<file path="src/rtl/mac_pkg.sv">
// mac_pkg: shared types and constants for the multiply-accumulate stage.
// Contents: state_t (IDLE/ACCUM/DONE), PROD_W (product width), PROD_MAX
// (largest product the upstream 4x3 multiplier can produce).
package mac_pkg;

  localparam int PROD_W   = 7;
  localparam int PROD_MAX = 105;

  typedef enum logic [1:0] {
    IDLE  = 2'd0,
    ACCUM = 2'd1,
    DONE  = 2'd2
  } state_t;

endpackage

</file>
<file path="src/rtl/mac_accum_sat_add.sv">
// sat_add: W-bit unsigned adder with carry-out.
// Build option: MAC_SAT_EN defined -> sum clamps to all-ones on carry;
//               MAC_SAT_EN undefined -> sum wraps modulo 2^W.
// Ports:
//   i_a, i_b  W-bit operands
//   o_sum     W-bit result (saturated or wrapped)
//   o_carry   carry out of the W-bit addition
module sat_add #(
  parameter int W = 10
) (
  input  logic [W-1:0] i_a,
  input  logic [W-1:0] i_b,
  output logic [W-1:0] o_sum,
  output logic         o_carry
);

  logic [W:0] w_full;

  assign w_full  = {1'b0, i_a} + {1'b0, i_b};
  assign o_carry = w_full[W];

`ifdef MAC_SAT_EN
  assign o_sum = w_full[W] ? {W{1'b1}} : w_full[W-1:0];
`else
  assign o_sum = w_full[W-1:0];
`endif

endmodule

</file>
<file path="src/rtl/mac_accum.sv">
// mac_accum: sums N_TERMS consecutive products into an ACC_W-bit result and
// presents it on a valid/ready port with a sticky overflow flag.
// Build option: MAC_SAT_EN (saturating accumulate, see sat_add).
// Ports:
//   clk, rst            clock, asynchronous active-high reset
//   clr                 synchronous abort of any partial/pending result
//   in_valid/in_ready   product handshake, prod = 7-bit unsigned product
//   out_valid/out_ready result handshake
//   out_data            accumulated sum (ACC_W bits)
//   out_ovf             some accumulation step exceeded 2^ACC_W-1
module mac_accum
  import mac_pkg::*;
#(
  parameter int N_TERMS = 8,
  parameter int ACC_W   = 10
) (
  input  logic              clk,
  input  logic              rst,
  input  logic              clr,
  input  logic              in_valid,
  output logic              in_ready,
  input  logic [PROD_W-1:0] prod,
  output logic              out_valid,
  input  logic              out_ready,
  output logic [ACC_W-1:0]  out_data,
  output logic              out_ovf
);

  localparam int CNT_W = $clog2(N_TERMS + 1);

  state_t           r_state, w_state_nx;
  logic [ACC_W-1:0] r_acc, w_acc_nx;
  logic [CNT_W-1:0] r_cnt, w_cnt_nx;
  logic             r_ovf, w_ovf_nx;

  logic [ACC_W-1:0] w_add_a, w_add_b, w_sum;
  logic             w_carry;
  logic             w_beat;

  // The first beat of a result starts from zero rather than the old total.
  assign w_add_a = (r_state == IDLE) ? '0 : r_acc;
  assign w_add_b = ACC_W'(prod);

  sat_add #(.W(ACC_W)) u_add (
    .i_a     (w_add_a),
    .i_b     (w_add_b),
    .o_sum   (w_sum),
    .o_carry (w_carry)
  );

  assign in_ready  = (r_state != DONE);
  assign out_valid = (r_state == DONE);
  assign out_data  = r_acc;
  assign out_ovf   = r_ovf;
  assign w_beat    = in_valid && in_ready;

  always_ff @(posedge clk or posedge rst) begin
    if (rst) begin
      r_state <= IDLE;
      r_acc   <= '0;
      r_cnt   <= '0;
      r_ovf   <= 1'b0;
    end else begin
      r_state <= w_state_nx;
      r_acc   <= w_acc_nx;
      r_cnt   <= w_cnt_nx;
      r_ovf   <= w_ovf_nx;
    end
  end

  always_comb begin
    w_state_nx = r_state;
    w_acc_nx   = r_acc;
    w_cnt_nx   = r_cnt;
    w_ovf_nx   = r_ovf;
    if (clr) begin
      w_state_nx = IDLE;
      w_acc_nx   = '0;
      w_cnt_nx   = '0;
    end else begin
      unique case (r_state)
        IDLE: begin
          if (w_beat) begin
            w_acc_nx   = w_sum;
            w_cnt_nx   = CNT_W'(1);
            w_ovf_nx   = 1'b0;
            w_state_nx = (N_TERMS == 1) ? DONE : ACCUM;
          end
        end
        ACCUM: begin
          if (w_beat) begin
            w_acc_nx = w_sum;
            w_cnt_nx = r_cnt + CNT_W'(1);
            w_ovf_nx = r_ovf | w_carry;
            if ((r_cnt + CNT_W'(1)) == CNT_W'(N_TERMS)) w_state_nx = DONE;
          end
        end
        DONE: begin
          if (out_ready) w_state_nx = IDLE;
        end
        default: w_state_nx = IDLE;
      endcase
    end
  end

endmodule

</file>
<file path="config.mk">
export PLATFORM = sky130hd
export DESIGN_NAME = mac_accum
export DESIGN_NICKNAME = d
export VERILOG_FILES = /design/src/rtl/mac_pkg.sv /design/src/rtl/mac_accum_sat_add.sv /design/src/rtl/mac_accum.sv
export SDC_FILE = /design/constraint.sdc
export NUM_CORES = 1
export LEC_CHECK = 0
export CAP_MARGIN = 25
export CORE_AREA = 2 2 56 58
export DETAILED_ROUTE_END_ITERATION = 10
export DIE_AREA = 0 0 58 60
export PLACE_DENSITY = 0.8
export SKIP_CTS_REPAIR_TIMING = 1
export SYNTH_ARGS = -nofsm -noshare
export SYNTH_HDL_FRONTEND = slang
export SYNTH_HIERARCHICAL = 1
export SYNTH_SLANG_ARGS = --single-unit
</file>
<file path="constraint.sdc">
create_clock -name clk -period 2.6 [get_ports clk]
set_clock_uncertainty 0.1 [all_clocks]
set_input_delay 0.65 -clock clk [delete_from_list [all_inputs] [get_ports clk]]
set_output_delay 0.65 -clock clk [all_outputs]
set_load 0.02 [all_outputs]
</file>
==> flow_summary.ini <==
[logic_synthesis]
seq_area_frac_synth = 0.332
synth.distinct_cells = 40
syn_inst = 151
yosysWarnings = 6
ys_ff_latch = 17
avgSynthCellArea_um2 = 8.48
syn_area_mm2 = 0.00128

[placed_design]
dp_hpwl_um = 2240
port_buffers = 24
gp_congestion = 0.859
post-place-ws_ps = -275

[worst_setup_path]
cp_top_family = compound AO/OA/AOI/OAI gates
critPathBufInv = 2
worstSetupPathType = input pin to flop
critical-path-slowest-cell = clkdlybuf4s50_1
crit_chain = clkdlybuf4s50_1 > ha_1 > and2_1 > buf_4 > a211oi_2 > nand2b_1 > a31oi_2 > xnor2_1 > nand2_1 > a21oi_1
regToRegEndpoint = out_ovf
cp_num_cells = 10
r2r_slack_ps = 110
crit_fanout = 4
required_ps = 2730
startpoint = prod[4]
arrival_ps = 2670
timing.rr.start = r_state[1]
ff2ff_path_depth = 13
endpoint = out_data[9]
crit_path_end_kind = flop
critPathLaunchType = input pin
max_stage_delay_ps = 410

[global_routing]
grt_pass1_vias = 1131
grtUsageMet2 = 0.310
grt_max_degree = 18
grt_use_met3 = 0.0152
antenna_found_initial = 0
use_met1 = 0.226
top_usage_layer = met2
gr-total-overflow = 0
grt_use_total = 0.181
grt_pass1_wl_um = 4860

[final_layout]
antenna_cells = 0
final_common_cell = nand2_1
fillCellCount = 251
seq_area_um2 = 425
final_cell_mix = 26 x nand2_1, 23 x clkdlybuf4s50_1, 18 x a21oi_1, 17 x dfrtp_1, 13 x buf_4
drive_gt1_frac = 0.143
num-nets-final = 214
post-route-util = 0.587
multiInputGateArea_um2 = 828
area_delta_synth_final_pct = 32.9

[timing]
fin_setup_tns_ps = 0
drv_slew = 0
setup_viol = 0
fin_crit_sh = 0.977
hold_viol = 0
fmax_ghz = 0.394
setup_slack_ps = 61.0
worstMarginPinSlew_ps = 642
period_minus_slack_ps = 2540
hold_ws_ps = 423
maxSlewHeadroom = 0.571

[flow_run]
drv_cap = 0

[floorplan]
die_w_um = 58
io_pins = 25
initial_utilization = 0.441
coreArea_mm2 = 0.00290
fp-row-count = 20
fp.dieH_um = 60
die-area_mm2 = 0.00348

[power]
ir_worst_vdd_mv = 0.259
p_leak_uw = 0.000795
p_total_uw = 627
power_density_mw_per_mm2 = 368

[clock_network]
h-tree-depth = 1
cts.sink_count = 17
cts_buffer_depth = 2
cts_made_buffers = 3
cts.clk_slew.worst_paths_ps = 100
clk_latency_ps = 300
clock-root-buffer = clkbuf_4
cts_tree = built

[route]
vias = 1209
first_pass_iters = 4
via_per_inst = 5.45
drcViolationCount = 0
totalWireLength_um = 3020
first_iter_violations = 42
ant_nets = 0
wl_per_cell_um = 13.6

[hold_path]
hp-class = flop to flop

[outcome]
outcome = complete, no violations
-- worst register-to-register path, delay by kind of cell (launching register included) --
kind	cells	cell delay [ps]
compound gates	4	670
simple gates	5	560
fa+ha+maj	2	560
flops	1	360
buf+inv	2	200
-- synthesized netlist by cell type --
| library cell | n | area share |
|---|---|---|
| or3_1 | 1 | 0.0049 |
| nand2_1 | 26 | 0.076 |
| o32a_1 | 1 | 0.0078 |
| a211oi_1 | 1 | 0.0059 |
| nand2b_4 | 1 | 0.011 |
| ha_1 | 11 | 0.11 |
| a31oi_1 | 2 | 0.0098 |
| nor3b_1 | 1 | 0.0059 |
| o31a_1 | 1 | 0.0068 |
| o41ai_2 | 1 | 0.013 |
| or4_1 | 1 | 0.0059 |
| and2_1 | 1 | 0.0049 |
| and2b_1 | 1 | 0.0059 |
| nor3_1 | 2 | 0.0078 |
| o21ai_0 | 4 | 0.016 |
| or2_2 | 1 | 0.0049 |
| fa_1 | 1 | 0.016 |
| a31o_1 | 1 | 0.0068 |
| xor2_1 | 3 | 0.021 |
| a21o_1 | 3 | 0.018 |
| o21a_1 | 2 | 0.012 |
| nand3_1 | 4 | 0.016 |
| xnor2_1 | 6 | 0.041 |
| a21oi_1 | 18 | 0.070 |
| inv_1 | 7 | 0.021 |
| o32ai_1 | 1 | 0.0068 |
| buf_6 | 1 | 0.0088 |
| nor2b_1 | 12 | 0.059 |
| conb_1 | 1 | 0.0029 |
| a211oi_2 | 1 | 0.0098 |
| nand4b_1 | 1 | 0.0068 |
| clkbuf_1 | 1 | 0.0029 |
| dfrtp_1 | 17 | 0.33 |
| and3_1 | 3 | 0.015 |
| nand2b_1 | 2 | 0.0098 |
| nor2_1 | 4 | 0.012 |
| clkinv_1 | 1 | 0.0029 |
| buf_2 | 2 | 0.0078 |
| and3_2 | 1 | 0.0059 |
| buf_1 | 2 | 0.0059 |
-- final cells by class --
cell class | instances | share of cell area
Tap cell | 33 | 0.0242
Timing Repair Buffer | 38 | 0.206
Multi-Input combinational cell | 122 | 0.486
Inverter | 8 | 0.0176
Clock buffer | 4 | 0.0154
Sequential cell | 17 | 0.250
-- stage by stage --
stage / cell area, um^2 / std cells
final: 1700 / 222
after global routing: 1700 / 222
after CTS: 1670 / 222
after detailed placement: 1640 / 218
after global placement: 1640 / 218
after floorplan: 1290 / 153
-- registers in the layout, summed over array words and instances, names as in the netlist --
signal and cells:
out_data 10, out_ovf 1, r_cnt 4, r_state 2
-- report_power, final --
part	switching [uW]	internal, uW	total (uW)
combinational	98.4	94.0	192
sequential	11.9	279	291
clock	84.1	59.8	144
total	194	433	627
-- layer usage --
| metal | vias up | part of all wire |
|---|---|---|
| met5 | - | 0 |
| met4 | 0 | 0.025 |
| met3 | 9 | 0.043 |
| met2 | 35 | 0.50 |
| met1 | 573 | 0.43 |
| li1 | 592 | - |
-- worst min path at each step --
stage / from / to / slack (ps) / cells after the start
after global placement: out_ovf / out_ovf / 410 / 1
after detailed placement: out_ovf / out_ovf / 400 / 1
final: out_ovf / out_ovf / 420 / 1
after CTS: out_ovf / out_ovf / 430 / 1
after floorplan: r_cnt[1] / r_cnt[1] / 430 / 2
after global routing: out_ovf / out_ovf / 440 / 1
-- kinds of logic (layout without fill, tap and decap cells) --
family / after synthesis / count (layout) / synth area share
AO/OA/AOI/OAI: 36 / 36 / 0.182
AND/OR/NAND/NOR: 62 / 62 / 0.250
adder cells (fa/ha/maj): 12 / 12 / 0.123
flip-flops: 17 / 17 / 0.332
XOR/XNOR: 9 / 9 / 0.0615
buffers and inverters: 14 / 50 / 0.0488
other: 1 / 3 / 0.00293
Power figures use the tool's default switching activity.
